$ cat config.mk
export PLATFORM = sky130hd
export DESIGN_NAME = chunked_serial_adder_flat
export DESIGN_NICKNAME = d
export VERILOG_FILES = /design/src/rtl/chunked_serial_adder_if.sv /design/src/rtl/chunked_serial_adder.sv /design/src/flat_wrapper.sv
export SDC_FILE = /design/constraint.sdc
export NUM_CORES = 1
export LEC_CHECK = 0
export ABC_AREA = 0
export CAP_MARGIN = 40
export CELL_PAD_IN_SITES_DETAIL_PLACEMENT = 1
export CELL_PAD_IN_SITES_GLOBAL_PLACEMENT = 1
export CORE_ASPECT_RATIO = 2
export CORE_UTILIZATION = 40
export CTS_CLUSTER_DIAMETER = 120
export DETAILED_ROUTE_END_ITERATION = 16
export PLACE_DENSITY = 0.91
export SLEW_MARGIN = 20
export SYNTH_ARGS = -nofsm -noshare
export SYNTH_HDL_FRONTEND = slang
export SYNTH_SLANG_ARGS = --single-unit
export TNS_END_PERCENT = 100
$ cat constraint.sdc
create_clock -name clk -period 5.2 [get_ports clk]
set_input_delay 1.3 -clock clk [delete_from_list [all_inputs] [get_ports clk]]
set_output_delay 1.3 -clock clk [all_outputs]
set_load 0.01 [all_outputs]
$ cat src/rtl/chunked_serial_adder_if.sv
// chunked_serial_adder_if: operand/result valid-ready bundle for chunked_serial_adder.
// The ovf signal exists only when ADDER_OVF_EN is defined.
interface chunked_serial_adder_if #(parameter int WIDTH = 8);
  logic             in_valid;
  logic             in_ready;
  logic [WIDTH-1:0] a;
  logic [WIDTH-1:0] b;
  logic             c_in;
  logic             out_valid;
  logic             out_ready;
  logic [WIDTH-1:0] s;
  logic             c_out;
  logic             busy;
`ifdef ADDER_OVF_EN
  logic             ovf;
  modport master (output in_valid, a, b, c_in, out_ready,
                  input in_ready, out_valid, s, c_out, busy, ovf);
  modport slave  (input in_valid, a, b, c_in, out_ready,
                  output in_ready, out_valid, s, c_out, busy, ovf);
`else
  modport master (output in_valid, a, b, c_in, out_ready,
                  input in_ready, out_valid, s, c_out, busy);
  modport slave  (input in_valid, a, b, c_in, out_ready,
                  output in_ready, out_valid, s, c_out, busy);
`endif
endinterface

$ cat src/rtl/chunked_serial_adder.sv
// chunked_serial_adder: s = a + b + c_in over WIDTH bits, CHUNK bits per clock.
// Define ADDER_OVF_EN to add the signed-overflow output ovf.
module chunked_serial_adder #(
  parameter int WIDTH = 8,
  parameter int CHUNK = 2
) (
  input logic clk,
  input logic rst_n,
  chunked_serial_adder_if.slave bus
);
  localparam int NCHUNK = WIDTH / CHUNK;
  localparam int IW = NCHUNK > 1 ? $clog2(NCHUNK) : 1;
  if (CHUNK < 1 || WIDTH % CHUNK != 0) begin : g_bad_cfg
    $fatal(1, "chunked_serial_adder: WIDTH must be a positive multiple of CHUNK");
  end
  typedef enum logic [1:0] {IDLE, RUN, DONE} state_t;
  state_t           r_state;
  logic [IW-1:0]    r_idx;
  logic             r_carry;
  logic             r_c_out;
  logic             r_out_valid;
  logic [WIDTH-1:0] r_a;
  logic [WIDTH-1:0] r_b;
  logic [WIDTH-1:0] r_s;
  logic [CHUNK:0]   w_sum;
  logic             w_last;
  assign w_sum  = {1'b0, r_a[r_idx*CHUNK +: CHUNK]} + {1'b0, r_b[r_idx*CHUNK +: CHUNK]}
                + (CHUNK+1)'(r_carry);
  assign w_last = r_idx == IW'(NCHUNK - 1);
  always_ff @(posedge clk) begin
    if (!rst_n) begin
      r_state     <= IDLE;
      r_idx       <= '0;
      r_carry     <= 1'b0;
      r_s         <= '0;
      r_c_out     <= 1'b0;
      r_out_valid <= 1'b0;
    end else begin
      case (r_state)
        IDLE: if (bus.in_valid) begin
          r_a     <= bus.a;
          r_b     <= bus.b;
          r_carry <= bus.c_in;
          r_idx   <= '0;
          r_s     <= '0;
          r_state <= RUN;
        end
        RUN: begin
          r_s[r_idx*CHUNK +: CHUNK] <= w_sum[CHUNK-1:0];
          r_carry <= w_sum[CHUNK];
          r_idx   <= r_idx + 1'b1;
          if (w_last) begin
            r_c_out     <= w_sum[CHUNK];
            r_out_valid <= 1'b1;
            r_state     <= DONE;
          end
        end
        DONE: if (bus.out_ready) begin
          r_out_valid <= 1'b0;
          r_state     <= IDLE;
        end
        default: r_state <= IDLE;
      endcase
    end
  end
`ifdef ADDER_OVF_EN
  logic r_ovf;
  // Carry into the MSB is recovered from the MSB sum bit of the final slice.
  always_ff @(posedge clk) begin
    if (!rst_n) r_ovf <= 1'b0;
    else if (r_state == RUN && w_last)
      r_ovf <= w_sum[CHUNK-1] ^ r_a[WIDTH-1] ^ r_b[WIDTH-1] ^ w_sum[CHUNK];
  end
  assign bus.ovf = r_ovf;
`endif
  assign bus.in_ready  = r_state == IDLE;
  assign bus.busy      = r_state != IDLE;
  assign bus.out_valid = r_out_valid;
  assign bus.s         = r_s;
  assign bus.c_out     = r_c_out;
endmodule

$ cat src/flat_wrapper.sv
// flat-port wrapper written by rule: the top's interface ports become plain ports
module chunked_serial_adder_flat 
#(
  parameter int WIDTH = 8,
  parameter int CHUNK = 2
)
  (clk, rst_n, bus_in_valid, bus_a, bus_b, bus_c_in, bus_out_ready, bus_in_ready, bus_out_valid, bus_s, bus_c_out, bus_busy);
  chunked_serial_adder_if #(.WIDTH(WIDTH)) bus_i ();
  input logic clk;
  input logic rst_n;
  input wire logic [$bits(bus_i.in_valid)-1:0] bus_in_valid;
  input wire logic [$bits(bus_i.a)-1:0] bus_a;
  input wire logic [$bits(bus_i.b)-1:0] bus_b;
  input wire logic [$bits(bus_i.c_in)-1:0] bus_c_in;
  input wire logic [$bits(bus_i.out_ready)-1:0] bus_out_ready;
  output wire logic [$bits(bus_i.in_ready)-1:0] bus_in_ready;
  output wire logic [$bits(bus_i.out_valid)-1:0] bus_out_valid;
  output wire logic [$bits(bus_i.s)-1:0] bus_s;
  output wire logic [$bits(bus_i.c_out)-1:0] bus_c_out;
  output wire logic [$bits(bus_i.busy)-1:0] bus_busy;
  assign bus_i.in_valid = bus_in_valid;
  assign bus_i.a = bus_a;
  assign bus_i.b = bus_b;
  assign bus_i.c_in = bus_c_in;
  assign bus_i.out_ready = bus_out_ready;
  assign bus_in_ready = bus_i.in_ready;
  assign bus_out_valid = bus_i.out_valid;
  assign bus_s = bus_i.s;
  assign bus_c_out = bus_i.c_out;
  assign bus_busy = bus_i.busy;
  chunked_serial_adder #(.WIDTH(WIDTH), .CHUNK(CHUNK)) u_core (.clk(clk), .rst_n(rst_n), .bus(bus_i));
endmodule
---- After elaboration in Yosys (flattened, before gate mapping) ----
Index checks and enable logic that the tools add are counted.
storage, ports and cells
  register bits after elaboration ......... 31
  input port bits ......................... 21
  logic and storage cells ................. 45
cells by class
  add/subtract/negate cells ............... 4
  equality and inequality tests ........... 6
  shift-type cells ........................ 4
  multiplexer cells ....................... 14
  reductions and logical operators ........ 9
operator list
  operator                                                                  number
  3-bit negator with 34-bit output                                          1
  2-bit by 34-bit variable shift with 8-bit output (first input constant)   1
  2-bit by 34-bit indexed part select with 8-bit output                     1
  8-bit one-hot mux with 2 select lines                                     1
  8-bit by 4-bit indexed part select with 2-bit output                      2
  3-bit AND reduction                                                       3
  8-bit bitwise mux                                                         1
  2-bit two-way mux                                                         4
  8-bit two-way mux                                                         1
  2-bit one-hot mux with 3 select lines                                     1
  2-bit nonzero test                                                        3
  2-bit == test (second input constant)                                     2
  2-bit inequality test (second input constant)                             2
  1-bit one-hot mux with 2 select lines                                     2
  2-bit one-hot mux with 2 select lines                                     1
  2-bit AND reduction                                                       2
  2-bit by 2-bit adder with 3-bit output                                    1
  3-bit by 1-bit adder with 3-bit output                                    1
  1-bit two-way mux                                                         3
  2-bit by 1-bit adder with 2-bit output (second input constant)            1
  2-bit by 1-bit == test with 1-bit output (second input constant)          1
  2-bit logical NOT                                                         1
  2-bit by 1-bit inequality test with 1-bit output (second input constant)  1

---- Depth between registers and ports, before layout ----
  word-level depth ........................ 6
  depth in mapped cells ................... 6

---- Worst setup path after synthesis ----
Ideal clock, no wire load.
  kind .................................... input port to flip-flop
  from .................................... in rst_n
  to ...................................... reg u_core.r_a[0] (enable)
  library setup time ...................... 374 ps
  arrival time ............................ 2,116 ps
  data required time ...................... 4,826 ps
  path slack .............................. 2,711 ps
  stages on the path ...................... 3
  buffers on the path ..................... 2
  path through ............................ buf_2 > buf_2 > and3_1
on the way
  longest elaborated chain between the ends .. 1
RTL lines
  what                           line                        RTL
  start: declaration             flat_wrapper.sv:10          input logic rst_n;
  3-bit AND reduction (no line)  --
  end signal: assignment         chunked_serial_adder.sv:41  r_a <= bus.a;
  end: declaration               chunked_serial_adder.sv:22  logic [WIDTH-1:0] r_a;
Every way passes these cells.
A chain may end at the register's enable or synchronous reset.

---- Final worst setup path ----
  from .................................... reg u_core.r_state[1]
  to ...................................... out bus_busy
on the way
  longest elaborated chain between the ends .. 1
RTL lines
  what                      line                        RTL
  start: declaration        chunked_serial_adder.sv:17  state_t r_state;
  start signal: assignment  chunked_serial_adder.sv:32  r_state <= IDLE;
  start signal: assignment  chunked_serial_adder.sv:46  r_state <= RUN;
  start signal: assignment  chunked_serial_adder.sv:55  r_state <= DONE;
  2-bit nonzero test        chunked_serial_adder.sv:77  assign bus.busy = r_state != IDLE;
  end: declaration          flat_wrapper.sv:20          output wire logic [$bits(bus_i.busy)-1:0] bus_busy;
Every way passes these cells.

==> impl_metrics.tcl <==
set metrics [dict create \
    n_fill_cell 358 \
    period_needed_ps 2981 \
    synth_top_area_share_pct 34.44 \
    synth-compound-area-share_pct 11.48 \
    p_comb_share_pct 11.8 \
    fin_area_sq_um 1818 \
    layout.nets 173 \
    grt_pass1_vias 1161 \
    syn_nets 139 \
    place_hpwl_um 2453 \
    cts_buffers 5 \
    post_cts_resized 0 \
    finalCritPeriodShare_pct 57.32 \
    std_cell_rows 30 \
    cts_setup_buffers 0 \
    worstPathArrival_ps 1680 \
    switching_share_pct 21.59 \
    p_int_uw 447.0 \
    drt_pass1_iterations 9 \
    path_max_fanout 15 \
    synthFlopType "edfxtp_1" \
    syn_to_final_growth_pct 30.31 \
    hp-class "flip-flop to flip-flop" \
    path_clk_slew_ps 60 \
    track_usage_pct 19.72 \
    hold_buffers 0 \
    crit_required_ps 3900 \
    finalPower_uw 570.0 \
    synthArstFlopShare_pct 0 \
    hold_violations 0 \
    synth_xor_area_share_pct 0 \
    antenna_found_initial 0 \
    worst_slew_pin_slew_ps 663.4 \
    fin_ws_ps 2219 \
    synth_largest_area_cell "edfxtp_1" \
    cp-start-kind "flip-flop" \
    leakage_nw 0.6315 \
    initial_utilization_pct 41.76 \
    vias_per_cell 5.648 \
    synth_top_family_by_area "simple AND/OR/NAND/NOR gates" \
    relSlewSlack_pct 55.77 \
    p_per_area_nw_per_um2 313.6 \
    violations "DRC" \
    die_h_um 85.52 \
    synthTopCellsByCount "16 x edfxtp_1, 15 x dfxtp_1, 11 x nand2_1" \
    maxCapViolations 0 \
    fin_cells 179 \
    first_iter_violations 27 \
    clock-sinks 31 \
    yosysWarnings 0 \
    drive_gt1_share_pct 8.844 \
    yosys.area_share.simple_pct 11.66 \
    diodes 0 \
    outcome "finished with violations" \
    syn_area_per_cell_sq_um 12.46 \
    die-area_sq_um 3742 \
    report.final.setup_viol 0 \
    cts_tree "done" \
    grt_overflow 0 \
    final.setup.tns_ps 0 \
    vdd_ir_drop_max_v 0.0003176 \
    fmax_mhz 335.5 \
    grt_start_max_net_pins 20 \
    clkPwrFrac_pct 39.8 \
    p_seq_share_pct 48.4 \
    fp.coreArea_sq_um 3341 \
    setup.worst_path.end_class "output port" \
    dp_cells 171 \
    die_w_um 43.76 \
    fin_worst_skew_ps 3.077 \
    yosysMostFrequentCell "edfxtp_1" \
    synth.area.top_cells "edfxtp_1 34%, dfxtp_1 22%, mux4_2 6.5%" \
    place.gp.congestion 0.8186 \
    synthAdderAreaFrac_pct 6.457 \
    drc_errors 2 \
    placed_cell_area_sq_um 1712 \
    rsz0062_at_grt "false" \
    finalMaxSlewViolations 0 \
    crit_type "flip-flop to output port" \
    pre_cts_ws_ps 1924 \
    io_pins 33 \
    cts-root-buf "clkbuf_8" \
    wire_per_inst_um 17.51 \
    ys_seq_area_share_pct 55.96 \
    vias 1011 \
    ys_types 31 \
    syn_area_sq_um 1395 \
    p_sw_uw 123.1 \
    synth_mux_area_share_pct 8.610 \
    syn_inst 112 \
    portBuffers 32 \
    ant_nets 0 \
    htreeDepth 2 \
    wl_um 3135 \
    synth-edff-count 16 \
    ys_seq_elements 31 \
    clk_path_buf_depth 2 \
    grt_first_pass_wirelength_um 5202 \
    insertion_delay_ps 280 \
]
[critical path, stage by stage, from the launching register on]
cell and delay [ps]:
dfxtp_1 640, nor2_1 150, inv_1 80, clkdlybuf4s50_1 530
[per-stage QoR]
| step | hold slack (ps) | util, % |
|---|---|---|
| floorplan | 490.3 | - |
| CTS | 469.0 | 54.42 |
| global route | 480.6 | 54.42 |
| finish | 465.7 | 54.42 |
| global placement | 455.8 | 51.24 |
| detailed placement | 460.7 | 51.24 |
[registers in the layout, summed over array words and instances, names as in the netlist]
register	count
u_core.r_idx	2
u_core.bus.out_valid	1
u_core.r_b	8
u_core.r_carry	1
u_core.r_a	8
u_core.bus.c_out	1
u_core.bus.s	8
u_core.r_state	2
[logic make-up (layout without fill, tap and decap cells)]
group           Yosys count  after routing
simple gates             29             29
flops                    31             31
compound gates           24             24
fa+ha+maj                 6              6
buf+inv                  15             50
mux                       7              7
[layer usage]
metal,track usage [%],up-vias,wire length (um)
li1,-,474,-
met2,39.89,37,1954
met3,4.421,10,123
met1,14.85,490,950
met5,0,-,0
met4,11.65,0,106
[power groups by stage]
stage	Sequential [mW]	Combinational [mW]	Clock (mW)
2_1_floorplan	0.276	0.0411	0
3_3_place_gp	0.280	0.0632	0
3_5_place_dp	0.281	0.0674	0
4_1_cts	0.276	0.0680	0.235
5_1_grt	0.277	0.0732	0.242
6_report	0.276	0.0672	0.227
[final cells by class]
| cell class | count | area, sq um | area share (%) |
|---|---|---|---|
| flip-flops and latches | 31 | 780.7 | 42.95 |
| repair buffers | 32 | 320.3 | 17.62 |
| clock inverters | 1 | 30.03 | 1.652 |
| clock buffers | 7 | 76.32 | 4.198 |
| inverters | 10 | 37.54 | 2.065 |
| well taps | 32 | 40.04 | 2.202 |
| multi-input cells | 66 | 533.0 | 29.32 |
[layout by cell type, fill, tap and decap left out, types with 2 or more instances in the layout]
master	instances
clkdlybuf4s50_1	32
mux2i_1	3
inv_1	10
nor2b_1	2
ha_1	4
nand2_1	11
clkbuf_8	5
fa_1	2
edfxtp_1	16
o21ai_1	3
clkbuf_1	2
a21oi_1	2
mux4_2	4
o22ai_1	7
a21boi_0	2
dfxtp_1	15
nand4_1	2
nand3_1	4
o211ai_1	2
nor2_1	2
nand2b_1	2
o21ai_0	4
[path summary, 6_finish.rpt]
path                      from              end  slack (ps)  depth (start not counted)
min reg2reg    u_core.bus.s[7]  u_core.bus.s[7]         470                          2
max reg2reg    u_core.r_idx[0]  u_core.bus.s[3]        2620                          5
min            u_core.bus.s[7]  u_core.bus.s[7]         470                          2
max          u_core.r_state[1]         bus_busy        2220                          3
(Power assumes the default switching activity.)
